`src/rtl/alu_ctrl_if.sv`:
```
// Decoder command channel and memory-write response channel of the ALU sequencer.
// The master drives commands and accepts responses; the slave is the sequencer.
interface alu_ctrl_if;
    logic       cmd_valid;
    logic       cmd_ready;
    logic [7:0] cmd_op;
    logic [1:0] cmd_src1;
    logic [1:0] cmd_src2;
    logic [7:0] cmd_imm;
    logic [1:0] cmd_dst;
    logic       rsp_valid;
    logic       rsp_ready;
    logic [7:0] rsp_data;

    modport master (
        output cmd_valid, cmd_op, cmd_src1, cmd_src2, cmd_imm, cmd_dst, rsp_ready,
        input  cmd_ready, rsp_valid, rsp_data
    );

    modport slave (
        input  cmd_valid, cmd_op, cmd_src1, cmd_src2, cmd_imm, cmd_dst, rsp_ready,
        output cmd_ready, rsp_valid, rsp_data
    );
endinterface

```
`src/rtl/alu_ctrl.sv`:
```
// ALU sequencer: owns A/X/Y/P, issues one micro-op at a time to an external ALU,
// writes the result back to a register or hands it to the memory path.
module alu_ctrl #(
    parameter logic [7:0] P_RESET = 8'h24,
    parameter logic [7:0] OP_MAX  = 8'h18
) (
    input  logic       clk,
    input  logic       rst_n,
    alu_ctrl_if.slave  bus,
    output logic [7:0] alu_in1,
    output logic [7:0] alu_in2,
    output logic [7:0] alu_sel,
    output logic [7:0] alu_status,
    input  logic [7:0] alu_out,
    input  logic [7:0] alu_next_status,
    input  logic       p_wr_en,
    input  logic [7:0] p_wr_data,
    output logic [7:0] reg_a,
    output logic [7:0] reg_x,
    output logic [7:0] reg_y,
    output logic [7:0] reg_p,
    output logic       illegal_op
);
    localparam logic [7:0] P_BIT5  = 8'h20;
    localparam logic [1:0] DST_A   = 2'd0;
    localparam logic [1:0] DST_X   = 2'd1;
    localparam logic [1:0] DST_Y   = 2'd2;
    localparam logic [1:0] DST_MEM = 2'd3;

    typedef enum logic [1:0] {IDLE, EXEC, WB, RSP} state_t;

    state_t     state;
    logic [1:0] dst_q;
    logic [7:0] res_q;
    logic [7:0] status_q;
    logic       rsp_valid;
    logic [7:0] rsp_data;
    logic       cmd_ready;
    logic [7:0] in1_mux;
    logic [7:0] in2_mux;

    function automatic logic op_legal(input logic [7:0] op);
        return (op != 8'h00) && (op <= OP_MAX);
    endfunction

    // CMP, the flag ops and BIT only update P; everything else legal carries data.
    function automatic logic op_writes_data(input logic [7:0] op);
        return (op == 8'h01) || (op == 8'h02) || ((op >= 8'h04) && (op <= 8'h0F));
    endfunction

    function automatic logic [7:0] operand(input logic [1:0] src, input logic [7:0] a,
                                           input logic [7:0] x, input logic [7:0] y,
                                           input logic [7:0] imm);
        logic [7:0] v;
        case (src)
            2'd0:    v = a;
            2'd1:    v = x;
            2'd2:    v = y;
            default: v = imm;
        endcase
        return v;
    endfunction

    // NOTE: every always_comb output gets a value on every path, so no latch is inferred.
    always_comb begin
        in1_mux = operand(bus.cmd_src1, reg_a, reg_x, reg_y, bus.cmd_imm);
        in2_mux = operand(bus.cmd_src2, reg_a, reg_x, reg_y, bus.cmd_imm);
    end

    // Gated by rst_n so the decoder never sees ready while reset is held.
    assign cmd_ready     = rst_n && (state == IDLE);
    assign bus.cmd_ready = cmd_ready;
    assign bus.rsp_valid = rsp_valid;
    assign bus.rsp_data  = rsp_data;
    assign alu_status    = reg_p;

    // NOTE: sequential state uses non-blocking assignments so every flop samples pre-edge values.
    always_ff @(posedge clk or negedge rst_n) begin
        if (!rst_n) begin
            state      <= IDLE;
            reg_a      <= 8'h00;
            reg_x      <= 8'h00;
            reg_y      <= 8'h00;
            reg_p      <= P_RESET | P_BIT5;
            alu_in1    <= 8'h00;
            alu_in2    <= 8'h00;
            alu_sel    <= 8'h00;
            dst_q      <= DST_A;
            res_q      <= 8'h00;
            status_q   <= 8'h00;
            rsp_valid  <= 1'b0;
            rsp_data   <= 8'h00;
            illegal_op <= 1'b0;
        end else begin
            illegal_op <= 1'b0;
            case (state)
                IDLE: begin
                    if (p_wr_en) begin
                        reg_p <= p_wr_data | P_BIT5;
                    end
                    if (bus.cmd_valid && cmd_ready) begin
                        if (op_legal(bus.cmd_op)) begin
                            alu_in1 <= in1_mux;
                            alu_in2 <= in2_mux;
                            alu_sel <= bus.cmd_op;
                            dst_q   <= bus.cmd_dst;
                            state   <= EXEC;
                        end else begin
                            illegal_op <= 1'b1;
                        end
                    end
                end
                EXEC: begin
                    res_q    <= alu_out;
                    status_q <= alu_next_status;
                    state    <= WB;
                end
                WB: begin
                    reg_p <= status_q | P_BIT5;
                    state <= IDLE;
                    if (op_writes_data(alu_sel)) begin
                        case (dst_q)
                            DST_A: reg_a <= res_q;
                            DST_X: reg_x <= res_q;
                            DST_Y: reg_y <= res_q;
                            DST_MEM: begin
                                rsp_data  <= res_q;
                                rsp_valid <= 1'b1;
                                state     <= RSP;
                            end
                            default: state <= IDLE;
                        endcase
                    end
                end
                RSP: begin
                    if (p_wr_en) begin
                        reg_p <= p_wr_data | P_BIT5;
                    end
                    if (bus.rsp_ready) begin
                        rsp_valid <= 1'b0;
                        state     <= IDLE;
                    end
                end
                default: state <= IDLE;
            endcase
        end
    end
endmodule

```
`src/flat_wrapper.sv`:
```
// flat-port wrapper written by rule: the top's interface ports become plain ports
module alu_ctrl_flat 
#(
    parameter logic [7:0] P_RESET = 8'h24,
    parameter logic [7:0] OP_MAX  = 8'h18
)
  (clk, rst_n, alu_in1, alu_in2, alu_sel, alu_status, alu_out, alu_next_status, p_wr_en, p_wr_data, reg_a, reg_x, reg_y, reg_p, illegal_op, bus_cmd_valid, bus_cmd_op, bus_cmd_src1, bus_cmd_src2, bus_cmd_imm, bus_cmd_dst, bus_rsp_ready, bus_cmd_ready, bus_rsp_valid, bus_rsp_data);
  alu_ctrl_if bus_i ();
  input  logic clk;
  input  logic rst_n;
  output logic [7:0] alu_in1;
  output logic [7:0] alu_in2;
  output logic [7:0] alu_sel;
  output logic [7:0] alu_status;
  input  logic [7:0] alu_out;
  input  logic [7:0] alu_next_status;
  input  logic p_wr_en;
  input  logic [7:0] p_wr_data;
  output logic [7:0] reg_a;
  output logic [7:0] reg_x;
  output logic [7:0] reg_y;
  output logic [7:0] reg_p;
  output logic illegal_op;
  input wire logic [$bits(bus_i.cmd_valid)-1:0] bus_cmd_valid;
  input wire logic [$bits(bus_i.cmd_op)-1:0] bus_cmd_op;
  input wire logic [$bits(bus_i.cmd_src1)-1:0] bus_cmd_src1;
  input wire logic [$bits(bus_i.cmd_src2)-1:0] bus_cmd_src2;
  input wire logic [$bits(bus_i.cmd_imm)-1:0] bus_cmd_imm;
  input wire logic [$bits(bus_i.cmd_dst)-1:0] bus_cmd_dst;
  input wire logic [$bits(bus_i.rsp_ready)-1:0] bus_rsp_ready;
  output wire logic [$bits(bus_i.cmd_ready)-1:0] bus_cmd_ready;
  output wire logic [$bits(bus_i.rsp_valid)-1:0] bus_rsp_valid;
  output wire logic [$bits(bus_i.rsp_data)-1:0] bus_rsp_data;
  assign bus_i.cmd_valid = bus_cmd_valid;
  assign bus_i.cmd_op = bus_cmd_op;
  assign bus_i.cmd_src1 = bus_cmd_src1;
  assign bus_i.cmd_src2 = bus_cmd_src2;
  assign bus_i.cmd_imm = bus_cmd_imm;
  assign bus_i.cmd_dst = bus_cmd_dst;
  assign bus_i.rsp_ready = bus_rsp_ready;
  assign bus_cmd_ready = bus_i.cmd_ready;
  assign bus_rsp_valid = bus_i.rsp_valid;
  assign bus_rsp_data = bus_i.rsp_data;
  alu_ctrl #(.P_RESET(P_RESET), .OP_MAX(OP_MAX)) u_core (.clk(clk), .rst_n(rst_n), .bus(bus_i), .alu_in1(alu_in1), .alu_in2(alu_in2), .alu_sel(alu_sel), .alu_status(alu_status), .alu_out(alu_out), .alu_next_status(alu_next_status), .p_wr_en(p_wr_en), .p_wr_data(p_wr_data), .reg_a(reg_a), .reg_x(reg_x), .reg_y(reg_y), .reg_p(reg_p), .illegal_op(illegal_op));
endmodule
```
`config.mk`:
```
export PLATFORM = sky130hd
export DESIGN_NAME = alu_ctrl_flat
export DESIGN_NICKNAME = d
export VERILOG_FILES = /design/src/rtl/alu_ctrl_if.sv /design/src/rtl/alu_ctrl.sv /design/src/flat_wrapper.sv
export SDC_FILE = /design/constraint.sdc
export NUM_CORES = 1
export LEC_CHECK = 0
export CORE_ASPECT_RATIO = 2
export CORE_MARGIN = 2
export CORE_UTILIZATION = 40
export CTS_CLUSTER_DIAMETER = 40
export DETAILED_ROUTE_END_ITERATION = 10
export DONT_BUFFER_PORTS = 1
export GPL_ROUTABILITY_DRIVEN = 0
export GPL_TIMING_DRIVEN = 1
export PLACE_DENSITY = 0.53
export SLEW_MARGIN = 20
export SYNTH_ARGS = -nofsm -noshare
export SYNTH_HDL_FRONTEND = slang
export SYNTH_SLANG_ARGS = --single-unit
export TNS_END_PERCENT = 100
```
`constraint.sdc`:
```
create_clock -name clk -period 2.7 [get_ports clk]
set_input_delay 0.27 -clock clk [delete_from_list [all_inputs] [get_ports clk]]
set_output_delay 0.27 -clock clk [all_outputs]
set_load 0.02 [all_outputs]
```
* After elaboration in Yosys (flattened, before gate mapping)
Cells that the tools add are included.
Word-level totals: flip-flop bits (word level) 86, bits of input ports 51, word-level logic and storage cells 74
Cells by class: order comparisons 3, equal/unequal tests 18, muxes and demuxes 17, reduce and logical (&&, ||, !) cells 22
Operator list (number):
- $pmux 8 s3 | 2
- $reduce_and 3->1 | 6
- $pmux 8 s2 | 1
- $eq 2x2->1 const B | 6
- $mux 2 | 5
- $eq 2x1->1 const B | 4
- $eq 8x1->1 const B | 1
- $eq 8x2->1 const B | 1
- $ge 8x3->1 const B | 1
- $le 8x4->1 const B | 1
- $le 8x5->1 const B | 1
- $logic_not 2->1 | 4
- $mux 8 | 1
- $pmux 2 s4 | 1
- $reduce_bool 8->1 | 1
- $mux 1 | 6
- $ne 2x1->1 const B | 3
- $ne 2x2->1 const B | 3
- $logic_and 1x1->1 | 4
- $reduce_and 4->1 | 1
- $reduce_bool 2->1 | 2
- $logic_or 1x1->1 | 2
- $pmux 1 s2 | 1
- $reduce_and 2->1 | 1
- $reduce_or 2->1 | 1

* Longest topological paths before layout
Gate-level depths: netlist of the first run.
depth in word-level cells 5, gate-level depth with buffers 9, depth with buffers taken out 7

* Least setup slack after synthesis of the first run
OpenSTA, ideal clock, no wires.
path type register to register, start reg u_core.state[0], end reg u_core.reg_a[0], library setup time 0.125 ns, arrival 1.840 ns, data required time 2.575 ns, setup slack 0.735 ns, cell stages (with the launch flop) 8, path buffers 1, period minus slack after synthesis 1.965 ns, path through dfrtp_1 inv_1 ha_1 buf_6 and2b_2 o311a_2 nor3b_4 mux2_2
On the way: longest elaborated chain between the ends 2
Ends and longest elaborated chain:
- start, declared | RTL line alu_ctrl.sv:32 | state_t state;
- start signal, assigned | RTL line alu_ctrl.sv:80 | state <= IDLE;
- start signal, assigned | RTL line alu_ctrl.sv:107 | state <= EXEC;
- start signal, assigned | RTL line alu_ctrl.sv:116 | state <= WB;
- $eq 2x2->1 | RTL line alu_ctrl.sv:96 | case (state)
- $reduce_and 3->1 (no line)
- end signal, assigned | RTL line alu_ctrl.sv:123 | DST_A: reg_a <= res_q;
- end, declared | RTL line alu_ctrl.sv:18 | output logic [7:0] reg_a,
Every way passes these cells. A chain may end at the register's enable or synchronous reset.

* Final worst setup path of the first run
start reg u_core.state[0], end reg u_core.alu_in1[4]
On the way: longest elaborated chain between the ends 4
Ends and longest elaborated chain:
- $logic_not 2->1 | RTL line alu_ctrl.sv:71 | assign cmd_ready = rst_n && (state == IDLE);
- $logic_and 1x1->1 | RTL line alu_ctrl.sv:71
- named net bus_cmd_ready | RTL line flat_wrapper.sv:31 | output wire logic [$bits(bus_i.cmd_ready)-1:0] bus_cmd_ready;
- $logic_and 1x1->1 | RTL line alu_ctrl.sv:101 | if (bus.cmd_valid && cmd_ready) begin
- $reduce_and 3->1 (no line)
- end signal, assigned | RTL line alu_ctrl.sv:103 | alu_in1 <= in1_mux;
- end, declared | RTL line alu_ctrl.sv:10 | output logic [7:0] alu_in1,
The timed path passes the listed nets, and every way through them passes these cells.

==> impl_metrics.ini, run 1 <==
[synthesis]
post_synth.cell_area_avg_sq_um = 15.0
postSynth.asyncResetShare_pct = 100
synth_top_area_share_pct = 52.4
synth-edff-count = 0
synth.yosys.seq_area_share_pct = 53.0
ys_dominant_reg_cell = sky130_fd_sc_hd__dfrtp_1
synth.cell_area_sq_um = 3970
post_synth_fa_ha_maj_area_fraction_pct = 1.58
yosysTopAreaCell = sky130_fd_sc_hd__dfrtp_1
synth_compound_area_share_pct = 4.07
postSynthCellCount = 264
synth_top_family_by_area = multiplexers
yosysMostFrequentCell = sky130_fd_sc_hd__dfrtp_1
netlist-cell-type-count = 39
xor_xnor_share_of_the_synthesized_area_pct = 0.221
synth.top_cells.by_area = sky130_fd_sc_hd__dfrtp_1, sky130_fd_sc_hd__mux2_2, sky130_fd_sc_hd__mux4_2
postSynthRegisterBits = 84
synth_warnings = 0
post_synth_most_frequent_cells = sky130_fd_sc_hd__dfrtp_1, sky130_fd_sc_hd__mux2_2, sky130_fd_sc_hd__mux4_2
synth_mux_area_share_pct = 31.7
post_synth_and_or_nand_nor_area_fraction_pct = 5.33

[status]
run_status = finished, final reports clean

[finish]
final.fill_count = 922
syn_to_final_growth_pct = 10.2
fraction_of_layout_instances_using_a_drive_strength_above_1_pct = 40.3
design.final.nets = 314
multi_input_comb_area_sq_um = 1710
number_of_non_filler_instances_in_the_completed_layout = 395
antenna_cells_inserted = 0
footprint_of_the_flip_flops_and_latches_sq_um = 2100

[clock_tree]
post_cts_buffers = 0
numCtsBuffers = 9
cts_htree_levels = 3
clock_tree_from_tritoncts = done
clk-insertion-delay-late_ns = 0.34
cts_sinks = 84
clk_path_buf_depth = 2
clkTransAtPathRegs_ns = 0.06
post_cts_resized = 0
clk_root_buffer_cell = sky130_fd_sc_hd__clkbuf_16

[drt]
wl_per_cell_microns = 20.7
drc_errors = 0
routed_wl_microns = 8190
first_drt_iteration_drcs = 88
post_drt_via_cell_ratio = 5.39
detailroute.via_count = 2130
firstDrtPassIters = 5
route.antenna.remaining_nets = 0

[setup_path]
path_max_fanout = 26
cell_chain_of_the_critical_path = inv_1 > ha_1 > and2_1 > nand2_1 > nor2_8 > mux2_2
launching_instance_or_port_of_the_critical_path = u_core.state[0]
worst_path_largest_cell_delay_ns = 0.47
cpLargestDelayFamily = simple AND/OR/NAND/NOR gates
worst_ep_arrival_time_ns = 2.42
cp-start-kind = flip-flop
worst-r2r-setup-slack_ns = 0.50
reg2regPathDepth = 6
timing.critical_path.to_type = flip-flop
worstSetupPathDepth = 6
critical_path_required_ns = 2.92
crit-reg2reg-launch = u_core.state[0]
reg2reg_to = u_core.alu_in1[4]
critical_path_top_delay_cell = sky130_fd_sc_hd__nor2_8
worstSetupPathType = reg2reg
cp.buffers_inverters = 1

[sta]
final.setup.tns_ns = 0
final_hold_viol_count = 0
finalMaxSlewViolations = 0
relSlewSlack_pct = 49.3
fin_worst_skew_ns = 0.00431
post-route-min-period_ns = 2.20
tightestPinTransition_ns = 0.760
final_min_period_over_clock_period_pct = 81.5
timing.fmax_ghz = 0.455
unrepaired_setup_endpoints_after_global_routing = no
setup_violations = 0

[grt]
pin_count_of_the_biggest_net_entering_global_routing = 85
first_global_vias = 2357
grt_antenna_before_repair = 0
grt_overflow = 0
globalRouteTotalUtil_pct = 16.5
grt_pass1_wl_microns = 12800

[floorplanning]
fp-row-count = 51
fp.dieW_microns = 74.4
std_cell_core_area_sq_um = 9700
die_area_sq_um = 10800
chipHeight_microns = 145
io-pin-count = 126
initial_core_util_pct = 40.9

[place]
detailedPlacementHpwl_microns = 5930
port-buffer-count = 0
place.detailed.instances = 377

[power_and_ir_drop]
clock_power_share_pct = 25.2
worst_ir_drop_vdd_mv = 0.530
switching_pwr_w = 0.00195
power-per-cell-area_nw_per_um2 = 1230
total_leakage_power_nw = 1.97
power_switching_share_pct = 36.3
share_seq_of_total_power_pct = 50.8
power_frac_comb_pct = 24.0
power.internal_w = 0.00342

[hold_path]
timing.hold.worst.class = in2reg
worstHoldStart = bus_cmd_op[3]
holdPathEnd = u_core.alu_sel[3]
whs_path_depth = 1

[run]
max_cap_violations = 0
## layout by cell type (no fill, tap or decap), types with 2 or more instances in the layout
cell type	count
sky130_fd_sc_hd__mux2_2	53
sky130_fd_sc_hd__ha_1	5
sky130_fd_sc_hd__nor2_1	3
sky130_fd_sc_hd__inv_1	3
sky130_fd_sc_hd__nor3_1	4
sky130_fd_sc_hd__clkinv_2	2
sky130_fd_sc_hd__mux2_1	7
sky130_fd_sc_hd__nand2_1	4
sky130_fd_sc_hd__conb_1	2
sky130_fd_sc_hd__mux4_2	16
sky130_fd_sc_hd__dfrtp_1	83
sky130_fd_sc_hd__mux2i_1	7
sky130_fd_sc_hd__clkbuf_8	3
sky130_fd_sc_hd__clkbuf_16	9
sky130_fd_sc_hd__mux2_4	10
sky130_fd_sc_hd__a21oi_1	10
sky130_fd_sc_hd__a211oi_1	7
sky130_fd_sc_hd__nor2b_1	11
sky130_fd_sc_hd__bufinv_16	2
## final cells by class
class | instances | area share [%]
clock inverter | 4 | 1.60
clock buffer | 12 | 6.10
sequential | 84 | 48.1
tap | 132 | 3.78
multi-input combinational | 157 | 39.1
timing repair buffer | 3 | 1.03
inverter | 3 | 0.258
## worst register-to-register path: cells and delay by family (launching register included)
kind	cells	cell delay, ns
buf+inv	1	0.15
mux	1	0.41
simple gates	3	0.93
flops	1	0.40
fa+ha+maj	1	0.20
## sequential cells by signal, summed over array words and instances (netlist names), 2 cells and up
register and flops:
u_core.alu_sel 8, u_core.state 2, u_core.dst_q 2, u_core.reg_x 8, u_core.reg_a 8, u_core.reg_y 8, u_core.alu_status 7, u_core.alu_in1 8
u_core.bus.rsp_data 8, u_core.status_q 7, u_core.alu_in2 8, u_core.res_q 8
## worst max-delay path by stage
| stage | to | slack (ns) |
|---|---|---|
| floorplan | u_core.reg_a[0] | 0.74 |
| detailed placement | u_core.bus.rsp_data[7] | 0.47 |
| finish | u_core.alu_in1[4] | 0.50 |
| CTS | u_core.bus.rsp_data[7] | 0.46 |
| global route | u_core.state[0] | 0.36 |
| global placement | u_core.alu_in1[3] | 0.49 |
## routing by layer
metal | vias to the layer above | track usage (%) | part of all wire [%] | routed length (microns)
met2 | 86 | 28.6 | 55 | 4460
met1 | 1087 | 17.9 | 36 | 2970
met5 | - | 0 | 0 | 0
met3 | 12 | 5.26 | 7.3 | 596
li1 | 945 | - | - | -
met4 | 0 | 7.61 | 1.9 | 156
## power by group through the flow
stage	registers [W]	logic (W)	clock network [W]
final	0.00273	0.00129	0.00135
after global routing	0.00283	0.00147	0.00146
after CTS	0.00275	0.00132	0.00140
after detailed placement	0.00277	0.00129	0
after global placement	0.00276	0.00126	0
after floorplan	0.00251	0.00129	0
## logic make-up (layout without fill, tap and decap cells)
logic type      Yosys count  after routing
mux                      93             93
flops                    84             84
simple gates             32             32
compound gates           24             24
buf+inv                  24             22
fa+ha+maj                 5              5
other cells               1              2
xor+xnor                  1              1
## what timing repair did
item	4_1_cts	5_1_grt
setup endpoints to repair	0	0
endpoints found under the hold margin	84	0
hold buffers	2	0
## through the flow
stage | utilization (%) | worst slack, ns | instance area [sq um] | hold WS (ns) | power, W
global placement | 41.2 | 0.490 | 4000 | -0.0232 | 0.00401
global route | 45.0 | 0.355 | 4370 | 0.0575 | 0.00575
floorplan | - | 0.735 | 3970 | -0.0256 | 0.00380
finish | 45.0 | 0.500 | 4370 | 0.0662 | 0.00538
CTS | 45.0 | 0.459 | 4370 | 0.0543 | 0.00547
detailed placement | 41.2 | 0.467 | 4000 | -0.0233 | 0.00406
Power figures use the tool's default switching activity.
==> inputs of run 2 (changes only) <==
- clock period: 2.7 -> 2.24 ns (I/O delays scaled with it)
==> run 2 against run 1 <==
  * Utilization is 0.35 points higher
  * Die area stayed put
  * Via count shrank 0.33%
  * Non-clock buffer count rose by 6
  * Critical path depth is 1 higher
  * Fmax grew 14%
  * Final cell count up 1.5%
  * Clock power grew 13%
  * Combinational power is 22% higher
  * Critical path type unchanged
  * Largest cell class unchanged
==> impl_metrics.ini, run 2 (synthesis results as in run 1) <==
[setup_path]
timing.critical_path.to_type = flip-flop
cp-start-kind = flip-flop
critical_path_required_ns = 2.46
path_max_fanout = 8
worst_path_largest_cell_delay_ns = 0.40
worstSetupPathType = reg2reg
worst_ep_arrival_time_ns = 2.16
critical_path_top_delay_cell = sky130_fd_sc_hd__dfrtp_1
cell_chain_of_the_critical_path = inv_1 > ha_1 > and2b_2 > o311a_2 > nor3b_4 > buf_4 > mux2_2

[grt]
first_global_vias = 2341
grt-busiest-layer = met2
grt_use_met2_pct = 28.5
grtUsageMet1_pct = 18.3
pin_count_of_the_biggest_net_entering_global_routing = 85
globalRouteTotalUtil_pct = 16.6
grt_pass1_wl_microns = 13000
grt_antenna_before_repair = 0
grt_overflow = 0
met3_track_utilization_from_global_routing_pct = 6.02

[sta]
fin_worst_skew_ns = 0.00615
setup_violations = 0
finalMaxSlewViolations = 0
unrepaired_setup_endpoints_after_global_routing = no
final_min_period_over_clock_period_pct = 86.5
final_hold_viol_count = 0
final.setup.tns_ns = 0
timing.fmax_ghz = 0.516
post-route-min-period_ns = 1.94

[hold_path]
timing.hold.worst.class = in2reg

[drt]
detailroute.via_count = 2123
wl_per_cell_microns = 20.8
drc_errors = 0
routed_wl_microns = 8360
firstDrtPassIters = 4
post_drt_via_cell_ratio = 5.29
route.antenna.remaining_nets = 0
first_drt_iteration_drcs = 87

[clock_tree]
post_cts_buffers = 0
clkTransAtPathRegs_ns = 0.06
cts_sinks = 84
numCtsBuffers = 9
clock_tree_from_tritoncts = done
cts_htree_levels = 3
clk_path_buf_depth = 2
clk-insertion-delay-late_ns = 0.33
post_cts_resized = 0
clk_root_buffer_cell = sky130_fd_sc_hd__clkbuf_16

[finish]
fraction_of_layout_instances_using_a_drive_strength_above_1_pct = 41.6
mostFrequentLayoutCell = sky130_fd_sc_hd__dfrtp_1
design.final.nets = 320
number_of_non_filler_instances_in_the_completed_layout = 401
antenna_cells_inserted = 0
postLayoutCoreUtil_pct = 45.4
design_area_sq_um = 4400
layout.cells.most_common_list = sky130_fd_sc_hd__dfrtp_1, sky130_fd_sc_hd__mux2_2, sky130_fd_sc_hd__mux4_2
final.fill_count = 918
syn_to_final_growth_pct = 11.0

[power_and_ir_drop]
power.internal_w = 0.00401
total_leakage_power_nw = 1.99
power-per-cell-area_nw_per_um2 = 1450
switching_pwr_w = 0.00239
share_seq_of_total_power_pct = 51.4
power_frac_comb_pct = 24.7
worst_ir_drop_vdd_mv = 0.920
power_switching_share_pct = 37.3
clock_power_share_pct = 23.9

[place]
port-buffer-count = 0
detailedPlacementHpwl_microns = 6000
dpl_cell_area_sq_um = 4050
place.detailed.instances = 383

[floorplanning]
initial_core_util_pct = 40.9
std_cell_core_area_sq_um = 9700
fp.dieW_microns = 74.4
chipHeight_microns = 145
io-pin-count = 126
die_area_sq_um = 10800
fp-row-count = 51

[run]
max_cap_violations = 0

[status]
run_status = finished, final reports clean
==> run 2: critical path, delay by kind of cell (launching register included) <==
kind,cells,cell delay (ns)
flip-flops,1,0.40
AO/OA/AOI/OAI,1,0.21
AND/OR/NAND/NOR,2,0.32
adder cells (fa/ha/maj),1,0.19
buffers and inverters,2,0.36
multiplexers,1,0.34
==> run 2: final cells by class <==
class	count	area (sq um)	area share, %
timing repair buffer	9	103	2.33
multi-input combinational	157	1710	38.8
tap	132	165	3.75
inverter	3	11.3	0.256
sequential	84	2100	47.8
clock inverter	5	60.1	1.36
clock buffer	11	253	5.74
==> run 2: power groups by stage <==
stage,clock network (W),logic [W],registers [W]
after floorplan,0,0.00155,0.00303
after global placement,0,0.00153,0.00332
after detailed placement,0,0.00158,0.00334
after CTS,0.00158,0.00162,0.00331
after global routing,0.00165,0.00179,0.00341
final,0.00153,0.00158,0.00329
==> run 2: path summary, 6_finish.rpt <==
path,slack [ns],from,cells after the start,endpoint
worst min-delay path,0.02,bus_cmd_op[4],1,u_core.alu_sel[4]
max in group asynchronous,1.43,rst_n,2,u_core.alu_status[2]
worst min register to register,0.51,u_core.status_q[1],1,u_core.status_q[1]
min in group asynchronous,0.47,rst_n,2,u_core.alu_in1[0]
worst max register to register,0.30,u_core.state[0],7,u_core.reg_a[5]
worst max-delay path,0.30,u_core.state[0],7,u_core.reg_a[5]
==> run 2: through the flow <==
| step | hold slack (ns) | setup slack, ns | total power [W] |
|---|---|---|---|
| after floorplan | -0.0716 | 0.275 | 0.00458 |
| after global placement | -0.0698 | 0.329 | 0.00485 |
| after detailed placement | -0.0695 | 0.288 | 0.00492 |
| after CTS | 0.00318 | 0.272 | 0.00651 |
| after global routing | 0.00733 | 0.194 | 0.00684 |
| final | 0.0215 | 0.302 | 0.00640 |
==> run 2: routing by layer <==
metal	part of all wire [%]	wire, microns
met1	36	3030
met2	54	4550
met3	7.4	620
met4	1.9	162
met5	0	0
==> run 2: what timing repair did <==
action,CTS,global route
endpoints found under the setup margin,0,0
hold buffers,2,0
endpoints found under the hold margin,84,0
